File: config.mk
export PLATFORM = sky130hd
export DESIGN_NAME = regfile_port_arbiter
export DESIGN_NICKNAME = d
export VERILOG_FILES = /design/src/rtl/regfile_port_arbiter.sv
export SDC_FILE = /design/constraint.sdc
export NUM_CORES = 1
export LEC_CHECK = 0
export ABC_AREA = 1
export CAP_MARGIN = 30
export CORE_MARGIN = 3
export CORE_UTILIZATION = 37
export DETAILED_ROUTE_END_ITERATION = 16
export GPL_TIMING_DRIVEN = 0
export PLACE_DENSITY = 0.83
export SYNTH_ARGS = -nofsm -noshare
export SYNTH_HDL_FRONTEND = slang
export SYNTH_SLANG_ARGS = --single-unit
File: constraint.sdc
create_clock -name clk -period 1.9 [get_ports clk]
set_input_delay 0.19 -clock clk [delete_from_list [all_inputs] [get_ports clk]]
set_output_delay 0.19 -clock clk [all_outputs]
set_load 0.005 [all_outputs]
File: src/rtl/regfile_port_arbiter.sv
// regfile_port_arbiter: shares regfile write port and read port 2 between core, host debug and clear sequencer.
// Host wins against a conflicting core request once it has lost STARVE_LIMIT times in a row.
module regfile_port_arbiter #(
   parameter int XLEN = 32,
   parameter int NREGS = 32,
   parameter int STARVE_LIMIT = 4,
   localparam int AW = $clog2(NREGS)
) (
   input  logic            clk,
   input  logic            rst_n,
   input  logic            core_we,
   input  logic [AW-1:0]   core_waddr,
   input  logic [XLEN-1:0] core_wdata,
   input  logic [AW-1:0]   core_ra2,
   input  logic            core_rd2_en,
   output logic            core_stall,
   input  logic            host_req,
   input  logic            host_we,
   input  logic [AW-1:0]   host_addr,
   input  logic [XLEN-1:0] host_wdata,
   output logic            host_ack,
   output logic [XLEN-1:0] host_rdata,
   input  logic            clr_req,
   output logic            clr_busy,
   output logic            rf_we3,
   output logic [AW-1:0]   rf_a3,
   output logic [XLEN-1:0] rf_wd3,
   output logic [AW-1:0]   rf_a2,
   input  logic [XLEN-1:0] rf_rd2
);
   localparam int SW = $clog2(STARVE_LIMIT + 2);
   typedef enum logic {RUN, CLEAR} state_t;
   state_t state;
   logic [AW-1:0] clr_idx;
   logic [SW-1:0] starve_cnt;
   logic ack_pend, run, conflict, host_grant, wr_host;
   assign run = state == RUN;
   assign conflict = host_we ? core_we : core_rd2_en;
   assign host_grant = rst_n & run & host_req & ~ack_pend & (~conflict | starve_cnt == SW'(STARVE_LIMIT));
   assign wr_host = host_grant & host_we;
   // reset state is RUN, so gating with rst_n keeps the port quiet while in reset
   assign rf_we3 = rst_n & (run ? (wr_host ? host_addr != '0 : core_we & (core_waddr != '0)) : 1'b1);
   assign rf_a3 = run ? (wr_host ? host_addr : core_waddr) : clr_idx;
   assign rf_wd3 = run ? (wr_host ? host_wdata : core_wdata) : '0;
   assign rf_a2 = host_grant & ~host_we ? host_addr : core_ra2;
   assign core_stall = rst_n & (run ? host_grant & conflict : 1'b1);
   always_ff @(posedge clk or negedge rst_n) begin
      if (!rst_n) begin
         state <= RUN;
         starve_cnt <= '0;
         clr_idx <= AW'(1);
         ack_pend <= 1'b0;
         host_ack <= 1'b0;
         host_rdata <= '0;
         clr_busy <= 1'b0;
      end else begin
         host_ack <= host_grant;
         ack_pend <= host_grant;
         if (host_grant & ~host_we)
            host_rdata <= host_addr == '0 ? '0 : rf_rd2;
         if (run) begin
            starve_cnt <= (~host_req | host_grant) ? '0 :
                          (~ack_pend & (starve_cnt != SW'(STARVE_LIMIT))) ? starve_cnt + 1'b1 : starve_cnt;
            if (clr_req) begin
               state <= CLEAR;
               clr_busy <= 1'b1;
            end
         end else begin
            clr_idx <= clr_idx == AW'(NREGS - 1) ? AW'(1) : clr_idx + 1'b1;
            if (clr_idx == AW'(NREGS - 1)) begin
               state <= RUN;
               clr_busy <= 1'b0;
            end
         end
      end
   end
endmodule

==> flow_summary.json, run 1 <==
{
  "outcome": "complete, but fails checks",
  "violations": "negative setup slack",
  "worst_slack_ns": -0.254,
  "dpl.cell_count": 677,
  "cp_cell_sequence": "inv_2, ha_4, nand2_4, nand3_4, nand3_4, buf_12, buf_12, buf_12, nand2_2, a21oi_2, buf_2",
  "finClkSkew_ns": 0.00730,
  "finalPower_w": 0.00425,
  "p_per_area_nw_per_um2": 758,
  "worst_pin_slew_ns": 0.687,
  "leakage_nw": 2.66,
  "grt_start_max_net_pins": 39,
  "hold_path_class": "input pin to asynchronous set/reset pin",
  "place_congestion": 0.862,
  "clock-sinks": 43,
  "slew_headroom": 0.542,
  "multiInputGateArea_um2": 1760,
  "synthesis.area_um2": 2950,
  "syn_inst": 382,
  "period_needed_ns": 2.15,
  "cp_max_fo": 6,
  "yosys-top-cells-area": "dfrtp_1 36%, nand2_1 14%, a21oi_2 8.9%",
  "grt_pass1_wl_um": 17900,
  "rr_worst_depth": 13,
  "drv_cap": 0,
  "drc_errors": 0,
  "ir_drop_uv": 560,
  "dp_slack_ns": -0.483,
  "reg2reg_setup_slack_ns": 0.03,
  "r2r_start": "starve_cnt[1]",
  "num_antenna_cells": 0,
  "clk_latency_ns": 0.30,
  "crit_slowest_cell": "dfrtp_1",
  "vias_per_cell": 5.09,
  "ys_ff_latch": 43,
  "avgSynthCellArea_um2": 7.72,
  "ant_nets": 0,
  "crit_start": "starve_cnt[1]",
  "synth_top_area_cell": "dfrtp_1",
  "synthToLayoutAreaGrowth_pct": 90.2,
  "grt_overflow": 0,
  "yosys_warnings": 0,
  "grt_pass1_vias": 3646,
  "port_buffers": 195,
  "setup.worst_path.end_class": "primary output",
  "initial_core_util": 0.394,
  "die-area_um2": 9070,
  "wl_per_cell_um": 16.7,
  "worstPathArrival_ns": 1.96,
  "synth_most_common_cell": "nand2_1",
  "synth.net_count": 504,
  "dp_hpwl_um": 8340,
  "htreeDepth": 2,
  "tritoncts": "yes",
  "path_class": "register to primary output",
  "antenna_found_initial": 0,
  "path_clk_slew_ns": 0.09,
  "layout-drive-gt1-share": 0.339,
  "slew_viol_final": 0,
  "yosysSeqAreaShare": 0.365,
  "rsz0062_at_grt": "true",
  "r2r-end": "host_rdata[6]",
  "crit_buf_inv": 5,
  "drt_wl_total_um": 12100,
  "ios": 196,
  "nFillCells": 533,
  "core_um2": 7490,
  "fin_util": 0.749,
  "max_freq_mhz": 464,
  "synth_edf_count": 0,
  "die_y_um": 95.3,
  "stdcell_count": 722,
  "fin_crit_sh": 1.13,
  "dr.pass1.iters": 4,
  "finalHoldViolCount": 0,
  "crit_top_cell": "buf_12",
  "cts-root-buf": "clkbuf_8",
  "vias": 3678,
  "numCtsBuffers": 5,
  "drt_iter0_markers": 161,
  "finalSetupViolCount": 44,
  "grt.total_usage": 0.250,
  "clk_path_buf_depth": 2,
  "synth.top_cells.by_count": "110 x nand2_1, 43 x nand3_1, 42 x dfrtp_1, 40 x nand2_2, 30 x a21oi_2",
  "synthFlopType": "dfrtp_1",
  "ff_latch_area_um2": 1080,
  "start_kind": "register",
  "nNetsFinal": 744,
  "synth_top_area_frac": 0.357,
  "synthArstFlopShare": 1.00,
  "ys_types": 30,
  "cp.required_ns": 1.71,
  "rows": 31,
  "cp_slowest_stage_delay_ns": 0.41,
  "tns_ns": -7.28,
  "crit_family": "buffers and inverters",
  "fp.dieW_um": 95.3
}
## worst reg2reg max path, stage by stage (launching register included)
cell and delay [ns]:
dfrtp_1 0.38, inv_2 0.07, ha_4 0.17, nand2_4 0.07, nand3_4 0.10, buf_12 0.15
nand2_8 0.07, nor2_4 0.04, buf_6 0.12, buf_6 0.11, buf_4 0.12, buf_4 0.16
nand3_1 0.10, nand2_1 0.09
## logic make-up (layout without fill, tap and decap cells)
logic type | after synthesis | count (layout) | synth area share
AOI/OAI and AO/OA | 75 | 75 | 0.170
xor gates and xnor gates | 2 | 2 | 0.00594
adders and majority gates | 4 | 4 | 0.0170
buffers and inverters | 48 | 289 | 0.0976
DFF | 43 | 43 | 0.365
and+or+nand+nor | 210 | 210 | 0.344
## state kept, by name, indices dropped and copies added (netlist names)
name,cells
host_rdata,32
clr_idx,5
starve_cnt,3
clr_busy,1
ack_pend,1
state,1
## area by class of cell
cell class	count	area share
Sequential cell	43	0.192
Buffer	22	0.0272
Multi-Input combinational cell	291	0.314
Clock buffer	5	0.0123
Timing Repair Buffer	238	0.404
Clock inverter	3	0.0120
Tap cell	99	0.0221
Inverter	21	0.0167
## power breakdown
group | internal, W | switching (W) | total (W)
clock | 0.000525 | 0.000345 | 0.000870
sequential | 0.00112 | 0.000142 | 0.00126
combinational | 0.00110 | 0.00102 | 0.00212
total | 0.00274 | 0.00151 | 0.00425
## stage by stage
| stage | cell area [um^2] | hold slack (ns) |
|---|---|---|
| 2_1_floorplan | 2950 | -0.106 |
| 3_3_place_gp | 5020 | 0.474 |
| 3_5_place_dp | 5040 | 0.0257 |
| 4_1_cts | 5450 | 0.295 |
| 5_1_grt | 5610 | 0.309 |
| 6_report | 5610 | 0.291 |
## worst max-delay path by stage
stage / cells past startpoint / slack (ns) / to
finish: 11 / -0.25 / rf_wd3[22]
global route: 12 / -0.31 / rf_we3
CTS: 13 / -0.21 / rf_a3[0]
global placement: 9 / -2.23 / rf_wd3[25]
floorplan: 9 / 0.29 / rf_wd3[11]
detailed placement: 10 / -0.48 / rf_wd3[20]
## per-layer routing
| metal | part of all wire | up-vias | routed length (um) | GRT usage |
|---|---|---|---|---|
| li1 | - | 1719 | - | - |
| met1 | 0.37 | 1756 | 4450 | 0.282 |
| met2 | 0.50 | 184 | 6050 | 0.447 |
| met3 | 0.11 | 19 | 1370 | 0.0860 |
| met4 | 0.019 | 0 | 224 | 0.0637 |
| met5 | 0 | - | 0 | 0 |
## placed cells by master (no fill, tap or decap), types with 3 or more instances in the layout
| cell | instances |
|---|---|
| a21oi_1 | 4 |
| a21oi_2 | 30 |
| buf_12 | 10 |
| buf_2 | 44 |
| buf_4 | 23 |
| buf_6 | 10 |
| clkbuf_1 | 10 |
| clkbuf_2 | 4 |
| clkbuf_8 | 5 |
| clkdlybuf4s50_1 | 150 |
| dfrtp_1 | 42 |
| ha_1 | 3 |
| inv_1 | 15 |
| inv_2 | 4 |
| nand2_1 | 90 |
| nand2_2 | 44 |
| nand2_4 | 16 |
| nand3_1 | 41 |
| nand4_1 | 3 |
| nor2_1 | 6 |
| o21a_1 | 4 |
| o21ai_0 | 28 |
| o21ai_1 | 8 |
## repair_timing
item | 4_1_cts | 5_1_grt
endpoints found under the setup margin | 44 | 53
hold buffers | 3 | 0
cloned | 3 | 2
hold endpoints to repair | 42 | 0
buffers inserted | 28 | 8
pin swaps | 14 | 20
resized for setup | 211 | 46
Power figures use the tool's default switching activity.
==> run 2: changes to the inputs <==
- SLEW_MARGIN: not set -> 40
==> run 2 against run 1 <==
Compared with the run above: the flow still finishes with violations (negative setup slack); total power increased by 1.5%; global-route usage rose by 0.60 points; count of clock-buffer cells in the layout is the same; clock power decreased by 0.5%; clock skew decreased by 0.0016 ns; critical path depth up 1; critical endpoint is now core_stall.
==> flow_summary.json, run 2 (synthesis gave the netlist of run 1 again) <==
{
  "start_kind": "register",
  "grt_pass1_wl_um": 18200,
  "period_needed_ns": 2.14,
  "reg_top3": "host_rdata (32), clr_idx (5), starve_cnt (3)",
  "drt_iter0_markers": 167,
  "dp_slack_ns": -0.479,
  "final_cell_mix": "150 x clkdlybuf4s50_1, 83 x nand2_1, 45 x buf_2, 45 x nand2_2, 42 x dfrtp_1",
  "num_antenna_cells": 0,
  "crit_slowest_cell": "dfrtp_1",
  "drv_cap": 0,
  "largest_register_ffs": 32,
  "layout-drive-gt1-share": 0.371,
  "mostFrequentLayoutCell": "clkdlybuf4s50_1",
  "cp.required_ns": 1.71,
  "tritoncts": "yes",
  "cp_max_fo": 4,
  "synthToLayoutAreaGrowth_pct": 96.1,
  "grt_start_max_net_pins": 39,
  "nFillCells": 521,
  "path_class": "register to primary output",
  "antenna_found_initial": 0,
  "grt_pass1_vias": 3692,
  "cp_slowest_stage_delay_ns": 0.40,
  "leakage_nw": 2.77,
  "fp.dieW_um": 95.3,
  "setup.worst_path.end_class": "primary output",
  "clk_path_buf_depth": 2,
  "grt_overflow": 0,
  "grtUsageMet2": 0.460,
  "initial_core_util": 0.394,
  "worst_slack_ns": -0.241,
  "path_clk_slew_ns": 0.09,
  "multiInputGateArea_um2": 1850,
  "grt.total_usage": 0.256,
  "met3_usage": 0.0971,
  "ios": 196,
  "finClkSkew_ns": 0.00570,
  "die_y_um": 95.3,
  "ant_nets": 0,
  "finalPower_w": 0.00432,
  "worstPathArrival_ns": 1.95,
  "outcome": "complete, but fails checks",
  "wl_per_cell_um": 17.0,
  "worst_pin_slew_ns": 0.694,
  "port_buffers": 195,
  "largest_register": "host_rdata",
  "ff_latch_area_um2": 1080,
  "max_freq_mhz": 467,
  "rsz0062_at_grt": "true",
  "finalSetupViolCount": 44,
  "clock-sinks": 43,
  "grt-busiest-layer": "met2",
  "slew_headroom": 0.537,
  "dp_hpwl_um": 8300,
  "cts-root-buf": "clkbuf_8",
  "die-area_um2": 9070,
  "finalHoldViolCount": 0,
  "drc_errors": 0,
  "violations": "negative setup slack",
  "core_um2": 7490,
  "dr.pass1.iters": 7,
  "hold_path_class": "input pin to asynchronous set/reset pin",
  "place_congestion": 0.862,
  "slew_viol_final": 0,
  "clk_latency_ns": 0.31,
  "fin_crit_sh": 1.13,
  "fin_area_um2": 5780,
  "nNetsFinal": 749,
  "rows": 31,
  "cp_cell_sequence": "inv_2, ha_4, nand2_4, nand3_4, buf_12, nand2_8, buf_4, buf_4, inv_2, nand3_1, a21boi_1, buf_2",
  "use_met1": 0.273,
  "drt_wl_total_um": 12300,
  "vias_per_cell": 5.06,
  "numCtsBuffers": 5,
  "vias": 3680,
  "htreeDepth": 2,
  "p_per_area_nw_per_um2": 747,
  "ir_drop_uv": 697,
  "place_area_um2": 5040
}
[run 2: final cells by class]
type	instances	share of cell area
Buffer	23	0.0312
Clock buffer	5	0.0119
Clock inverter	3	0.0117
Inverter	21	0.0195
Multi-Input combinational cell	291	0.319
Sequential cell	43	0.186
Tap cell	99	0.0214
Timing Repair Buffer	241	0.396
Timing Repair inverter	1	0.00281
[run 2: routing by layer]
layer  wire, um  share of wire
met5          0              0
met4        352          0.029
met3       1410           0.11
met2       6130           0.50
met1       4440           0.36
[run 2: stage by stage]
stage	setup TNS, ns	util	std cells	hold WS (ns)
2_1_floorplan	0	-	382	-0.106
3_3_place_gp	-174.84	0.671	676	0.474
3_5_place_dp	-17.88	0.673	677	0.00310
4_1_cts	-5.97	0.737	719	0.273
5_1_grt	-12.52	0.772	727	0.272
6_report	-8.04	0.772	727	0.268
[run 2: worst max-delay path, delay by kind of cell (launching register included)]
| kind | cells | cell delay, ns |
|---|---|---|
| flops | 1 | 0.40 |
| simple gates | 4 | 0.28 |
| compound gates | 1 | 0.13 |
| buf+inv | 6 | 0.67 |
| fa+ha+maj | 1 | 0.15 |
[run 2: final timing paths]
path                            slack, ns        endpoint  cells after the start            from
worst min register to register       0.49  host_rdata[25]                      2  host_rdata[25]
worst min-delay path                 0.27      clr_idx[4]                      2           rst_n
min in group clk                     0.43   host_rdata[9]                      3       rf_rd2[9]
max in group asynchronous            1.07   host_rdata[5]                      4           rst_n
worst max register to register       0.03  host_rdata[17]                     12   starve_cnt[0]
worst max-delay path                -0.24      core_stall                     12   starve_cnt[0]
[run 2: where the power goes]
group	total [W]	switching, W	internal, W
combinational	0.00218	0.00106	0.00113
sequential	0.00127	0.000148	0.00112
clock	0.000866	0.000341	0.000524
total	0.00432	0.00155	0.00277
[run 2: what timing repair did]
item,4_1_cts,5_1_grt
setup endpoints to repair,44,62
buffers inserted,33,10
pin swaps,16,19
gates cloned,2,4
resized for setup,245,64
hold endpoints to repair,42,0
hold buffers,3,0
